$ cat src/rtl/ext_int_source_if.sv
// ---------------------------------------------------------------------------
// ext_int_source_if
//
// Groups the CPU interrupt-space signals shared by the CPU and an
// external interrupt responder.
//
// Signals:
//   m_int_addr   [31:0]  CPU interrupt-space byte address.
//   m_int_byteen [3:0]   CPU interrupt-space byte enables (nonzero = store).
//   interrupt            Interrupt request from the responder to the CPU.
//
// Modports:
//   master  CPU side: drives address/byte enables, receives the interrupt.
//   slave   Responder side: observes address/byte enables, drives the interrupt.
// ---------------------------------------------------------------------------
interface ext_int_source_if;
    logic [31:0] m_int_addr;
    logic [3:0]  m_int_byteen;
    logic        interrupt;

    modport master (
        output m_int_addr,
        output m_int_byteen,
        input  interrupt
    );

    modport slave (
        input  m_int_addr,
        input  m_int_byteen,
        output interrupt
    );
endinterface

$ cat src/rtl/ext_int_source.sv
// ---------------------------------------------------------------------------
// ext_int_source
//
// Programmable external-interrupt responder. It raises the CPU interrupt
// on a schedule, holds it until the handler stores to ACK_ADDR, counts
// serviced interrupts, and flags spurious and late acknowledges.
//
// Parameters:
//   ACK_ADDR     Byte address whose store acknowledges the interrupt.
//   FIRST_DELAY  Cycles from reset release to the first assertion (>= 1).
//   PERIOD       Cycles from an acknowledge to the next assertion (>= 1).
//   MAX_IRQ      Number of interrupts to raise; 0 means unlimited.
//   ACK_TIMEOUT  Pending cycles after which ack_late sets.
//   TRIG_PC      (only with EXT_INT_SOURCE_PC_TRIG_EN) PC that triggers
//                an immediate interrupt while counting.
//
// Ports:
//   clk             in   System clock, rising edge.
//   reset           in   Asynchronous, active-low reset.
//   bus             if   ext_int_source_if.slave (address, byte enables,
//                        registered interrupt output).
//   irq_count       out  Interrupts acknowledged so far, saturates at 255.
//   spurious_ack    out  One-cycle pulse on an acknowledge while not pending.
//   ack_late        out  Sticky flag: a pending interrupt waited too long.
//   macroscopic_pc  in   (only with EXT_INT_SOURCE_PC_TRIG_EN) CPU PC.
//
// Configuration macro:
//   EXT_INT_SOURCE_PC_TRIG_EN  When defined, adds macroscopic_pc/TRIG_PC and
//                              lets a PC match trigger the interrupt early.
//                              When undefined, triggering is time-based only.
// ---------------------------------------------------------------------------
module ext_int_source #(
    parameter logic [31:0] ACK_ADDR    = 32'h0000_7F20,
    parameter int unsigned FIRST_DELAY = 100,
    parameter int unsigned PERIOD      = 500,
    parameter int unsigned MAX_IRQ     = 8,
    parameter int unsigned ACK_TIMEOUT = 1000
`ifdef EXT_INT_SOURCE_PC_TRIG_EN
    ,
    parameter logic [31:0] TRIG_PC     = 32'h0000_3010
`endif
) (
    input  logic                    clk,
    input  logic                    reset,
    ext_int_source_if.slave         bus,
`ifdef EXT_INT_SOURCE_PC_TRIG_EN
    input  logic [31:0]             macroscopic_pc,
`endif
    output logic [7:0]              irq_count,
    output logic                    spurious_ack,
    output logic                    ack_late
);

    typedef enum logic [1:0] {
        COUNT,
        PENDING,
        DONE
    } state_t;

    state_t      state;
    logic [31:0] counter;
    logic [31:0] pend_cnt;
    logic        interrupt_q;

    logic        ack_hit;
    logic        trig_now;
    logic [7:0]  count_next;
    logic [31:0] pend_next;
    logic        done_next;

    // An acknowledge is a store of any width to exactly ACK_ADDR; the full
    // 32-bit address is compared so neighbouring bytes do not acknowledge.
    always_comb begin
        ack_hit = (bus.m_int_addr == ACK_ADDR) && (bus.m_int_byteen != 4'b0000);
    end

    // Decide whether the countdown fires on this edge. Testing for <= 1
    // rather than == 1 keeps a zero counter from wrapping around forever.
    always_comb begin
        trig_now = (counter <= 32'd1);
`ifdef EXT_INT_SOURCE_PC_TRIG_EN
        if (macroscopic_pc == TRIG_PC) begin
            trig_now = 1'b1;
        end
`endif
    end

    // Next values of the saturating counters, and whether this acknowledge
    // is the last one before the responder goes quiet.
    always_comb begin
        count_next = (irq_count == 8'hFF) ? 8'hFF : irq_count + 8'd1;
        pend_next  = (pend_cnt == 32'hFFFF_FFFF) ? pend_cnt : pend_cnt + 32'd1;
        done_next  = (MAX_IRQ != 0) && ({24'd0, count_next} == MAX_IRQ);
    end

    // Main controller: countdown, pending with timeout watch, and the
    // terminal DONE state. All outputs are registered here.
    always_ff @(posedge clk or negedge reset) begin
        if (!reset) begin
            state        <= COUNT;
            counter      <= FIRST_DELAY;
            pend_cnt     <= 32'd0;
            interrupt_q  <= 1'b0;
            irq_count    <= 8'd0;
            spurious_ack <= 1'b0;
            ack_late     <= 1'b0;
        end else begin
            spurious_ack <= 1'b0;
            case (state)
                COUNT: begin
                    if (ack_hit) begin
                        spurious_ack <= 1'b1;
                    end
                    if (trig_now) begin
                        state       <= PENDING;
                        interrupt_q <= 1'b1;
                        pend_cnt    <= 32'd0;
                    end else begin
                        counter <= counter - 32'd1;
                    end
                end
                PENDING: begin
                    pend_cnt <= pend_next;
                    if (pend_next >= ACK_TIMEOUT) begin
                        ack_late <= 1'b1;
                    end
                    if (ack_hit) begin
                        interrupt_q <= 1'b0;
                        irq_count   <= count_next;
                        if (done_next) begin
                            state <= DONE;
                        end else begin
                            state   <= COUNT;
                            counter <= PERIOD;
                        end
                    end
                end
                DONE: begin
                    interrupt_q <= 1'b0;
                    if (ack_hit) begin
                        spurious_ack <= 1'b1;
                    end
                end
                default: begin
                    state       <= COUNT;
                    counter     <= FIRST_DELAY;
                    interrupt_q <= 1'b0;
                end
            endcase
        end
    end

    assign bus.interrupt = interrupt_q;

endmodule

$ cat src/flat_wrapper.sv
// flat-port wrapper written by rule: the top's interface ports become plain ports
module ext_int_source_flat 
#(
    parameter logic [31:0] ACK_ADDR    = 32'h0000_7F20,
    parameter int unsigned FIRST_DELAY = 100,
    parameter int unsigned PERIOD      = 500,
    parameter int unsigned MAX_IRQ     = 8,
    parameter int unsigned ACK_TIMEOUT = 1000

)
  (clk, reset, irq_count, spurious_ack, ack_late, bus_m_int_addr, bus_m_int_byteen, bus_interrupt);
  ext_int_source_if bus_i ();
  input  logic clk;
  input  logic reset;
  output logic [7:0] irq_count;
  output logic spurious_ack;
  output logic ack_late;
  input wire logic [$bits(bus_i.m_int_addr)-1:0] bus_m_int_addr;
  input wire logic [$bits(bus_i.m_int_byteen)-1:0] bus_m_int_byteen;
  output wire logic [$bits(bus_i.interrupt)-1:0] bus_interrupt;
  assign bus_i.m_int_addr = bus_m_int_addr;
  assign bus_i.m_int_byteen = bus_m_int_byteen;
  assign bus_interrupt = bus_i.interrupt;
  ext_int_source #(.ACK_ADDR(ACK_ADDR), .FIRST_DELAY(FIRST_DELAY), .PERIOD(PERIOD), .MAX_IRQ(MAX_IRQ), .ACK_TIMEOUT(ACK_TIMEOUT)) u_core (.clk(clk), .reset(reset), .bus(bus_i), .irq_count(irq_count), .spurious_ack(spurious_ack), .ack_late(ack_late));
endmodule
$ cat config.mk
export PLATFORM = sky130hd
export DESIGN_NAME = ext_int_source_flat
export DESIGN_NICKNAME = d
export VERILOG_FILES = /design/src/rtl/ext_int_source_if.sv /design/src/rtl/ext_int_source.sv /design/src/flat_wrapper.sv
export SDC_FILE = /design/constraint.sdc
export NUM_CORES = 1
export LEC_CHECK = 0
export CAP_MARGIN = 10
export CORE_MARGIN = 3
export CORE_UTILIZATION = 62
export CTS_CLUSTER_SIZE = 28
export DETAILED_ROUTE_END_ITERATION = 6
export HOLD_SLACK_MARGIN = 0.12
export MAX_ROUTING_LAYER = met4
export PLACE_DENSITY = 0.93
export SYNTH_ARGS = -nofsm -noshare
export SYNTH_HDL_FRONTEND = slang
export SYNTH_SLANG_ARGS = --single-unit
$ cat constraint.sdc
create_clock -name clk -period 7.8 [get_ports clk]
set_clock_uncertainty 0.05 [all_clocks]
set_input_delay 1.56 -clock clk [delete_from_list [all_inputs] [get_ports clk]]
set_output_delay 1.56 -clock clk [all_outputs]
set_load 0.01 [all_outputs]
==> results.sh <==
export IMPL_drt_iter0_drc=682
export IMPL_hold_end="u_core.counter[5]"
export IMPL_r2r_setup_slack_ps=4010
export IMPL_grt_pass1_wl_um=22340
export IMPL_grt_max_degree=78
export IMPL_hpwl_um=9327
export IMPL_synth_async_reset_ratio_pct=100.0
export IMPL_final_layout_size_suffix_gt1_share_pct=5.405
export IMPL_rsz0062_at_grt="no"
export IMPL_arrival_ps=4520
export IMPL_num_fill_cells=589
export IMPL_hold_path_startpoint="u_core.counter[5]"
export IMPL_worst_skew_pair_late_latency_ps=360
export IMPL_hp_class="reg -> reg"
export IMPL_ioPinCount=49
export IMPL_fin_cells=731
export IMPL_ir_worst_vdd_mv=0.1084
export IMPL_rows=32
export IMPL_synth_seq_area_share_pct=38.86
export IMPL_area_growth_pct=14.53
export IMPL_crit_path_start_kind="input pin"
export IMPL_power_density_mw_per_mm2=137.1
export IMPL_ys_seq_elements=77
export IMPL_crit_chain="clkdlybuf4s50_1, nand4_1, or4b_1, o31ai_1, o31ai_2, a21oi_1, o21ai_0, a32o_1"
export IMPL_end_kind="register"
export IMPL_start_util_pct=63.97
export IMPL_cts_hold_buffers=0
export IMPL_r2r_end="u_core.counter[13]"
export IMPL_worst_r2r_cell_count=7
export IMPL_cts_resized=0
export IMPL_cpPeakStageDelay_ps=870
export IMPL_fin_crit_sh_pct=55.49
export IMPL_worstPathMaxFanout=15
export IMPL_hold_depth=1
export IMPL_clockBufferDepth=2
export IMPL_die_area_mm2=0.009124
export IMPL_die_width_um=95.52
export IMPL_crit_family="compound AO/OA/AOI/OAI gates"
export IMPL_routedWlPerCell_um=18.46
export IMPL_path_clk_slew_ps=80
export IMPL_cts_sinks=77
export IMPL_synth_edf_count=0
export IMPL_final_common_cell="dfrtp_1"
export IMPL_max_slew_margin_pct=29.61
export IMPL_synthFlopType="dfrtp_1"
export IMPL_tns_ps=0
export IMPL_hold_violations=0
export IMPL_grt_usage_pct=31.39
export IMPL_yosysWarnings=0
export IMPL_final_cell_mix="dfrtp_1 (74), nor2_1 (48), clkdlybuf4s50_1 (47)"
export IMPL_cts_tree="built"
export IMPL_fp_dieH_um=95.52
export IMPL_drv_slew=0
export IMPL_post_cts_setup_buffers=0
export IMPL_antennaDiodeCount=0
export IMPL_portBuffers=48
export IMPL_max_freq_ghz=0.2310
export IMPL_drc=0
export IMPL_h_tree_depth=3
export IMPL_numCtsBuffers=9
export IMPL_gr_total_overflow=0
export IMPL_run_status="finished, final reports clean"
export IMPL_r2r_start="u_core.counter[12]"
export IMPL_wl_um=13500
export IMPL_min_period_ps=4329
export IMPL_power_leakage_nw=2.249
export IMPL_synthesis_area_mm2=0.004969
export IMPL_syn_avg_cell_area_um2=8.350
export IMPL_drtPass1Iterations=5
export IMPL_grt_pass1_vias=4655
export IMPL_gp_congestion=0.9663
export IMPL_worst_pin_slew_ps=1056
export IMPL_clock_root_buffer="clkbuf_8"
export IMPL_final_setup_viol_count=0
export IMPL_worstPathRequired_ps=7990
export IMPL_worstSetupPathType="in -> reg"
export IMPL_antenna_found_initial=0
export IMPL_vias_per_cell=6.952
export IMPL_ant_nets=0
export IMPL_cpMaxStageDelayCell="a21oi_1"
export IMPL_path_buf_inv=1
export IMPL_routed_via_count=5082
export IMPL_synth_distinct_cells=65
export IMPL_drv_cap=0
export IMPL_syn_num_nets=637
export IMPL_core_area_mm2=0.007767
export IMPL_placed_cells_incl_taps=715
export IMPL_timing_hold_ws_ps=495.5
export IMPL_final_nets=666
export IMPL_syn_inst=595
[power by group]
| group | switching, W | leakage [nW] | internal (W) |
|---|---|---|---|
| clock | 0.000155 | 0.116 | 0.000198 |
| sequential | 0.0000000000000262 | 1.04 | 0.000399 |
| combinational | 0.0000108 | 1.09 | 0.0000166 |
[kinds of logic (layout without fill, tap and decap cells)]
group	count (synthesis)	after routing	synth area share [%]
flip-flops	77	77	38.86
buffers and inverters	53	87	4.382
AO/OA/AOI/OAI	186	186	24.33
multiplexers	5	5	1.033
AND/OR/NAND/NOR	255	255	27.75
adder cells (fa/ha/maj)	4	4	1.007
XOR/XNOR	15	15	2.644
[sequential cells by signal, indices dropped and copies added (netlist names)]
register,flops
u_core.ack_late,1
u_core.counter,32
u_core.irq_count,8
u_core.pend_cnt,32
u_core.spurious_ack,1
u_core.bus.interrupt,1
u_core.state,2
[through the flow]
step	util, %	cell area [um2]	setup WS [ps]	power [W]
finish	73.26	5690	3471	0.0007800
global route	73.26	5690	3308	0.0007996
CTS	73.26	5690	3541	0.0007800
detailed placement	70.26	5458	3196	0.0004345
global placement	70.26	5458	3302	0.0004340
floorplan	-	4969	4166	0.0004079
[routing by layer]
layer  GRT usage [%]  part of all wire, %  vias up
li1                -                    -     2336
met1           41.84                   42     2447
met2           48.41                   48      259
met3           5.446                  7.6       40
met4           11.02                  2.5        0
met5               -                    0        -
[synth_stat cells, drive strengths merged, types with 7 or more instances]
| cell | instances | area, um2 |
|---|---|---|
| o31ai | 25 | 192.7 |
| or4 | 18 | 138.9 |
| a21oi | 43 | 215.2 |
| clkbuf | 28 | 105.1 |
| nor3 | 16 | 80.08 |
| nand2 | 46 | 172.7 |
| and2 | 9 | 56.31 |
| nor2 | 48 | 180.2 |
| xnor2 | 7 | 61.31 |
| and3 | 13 | 81.33 |
| inv | 19 | 71.32 |
| o21ai | 51 | 259.0 |
| or3 | 10 | 62.56 |
| a31oi | 20 | 125.1 |
| nor4 | 14 | 93.84 |
| nand3 | 31 | 155.2 |
| dfrtp | 74 | 1852 |
| xor2 | 8 | 70.07 |
| nand4 | 21 | 131.4 |
[how the worst max path moves through the flow]
stage	from	endpoint	slack, ps	depth (start not counted)
after floorplan	bus_m_int_addr[12]	u_core.counter[11]	4170	9
after global placement	bus_m_int_addr[10]	u_core.counter[3]	3300	8
after detailed placement	bus_m_int_addr[12]	u_core.counter[3]	3200	8
after CTS	bus_m_int_addr[9]	u_core.counter[3]	3540	8
after global routing	bus_m_int_addr[10]	u_core.counter[1]	3310	8
final	bus_m_int_addr[10]	u_core.counter[3]	3470	8
[layout make-up]
cell class | count | area, um2 | area share [%]
tap | 102 | 127.6 | 2.243
inverter | 19 | 71.32 | 1.253
multi-input combinational | 465 | 2820 | 49.56
sequential | 77 | 1931 | 33.93
timing repair buffer | 52 | 508.0 | 8.927
clock buffer | 11 | 151.4 | 2.661
clock inverter | 5 | 81.33 | 1.429
(Power assumes the default switching activity.)
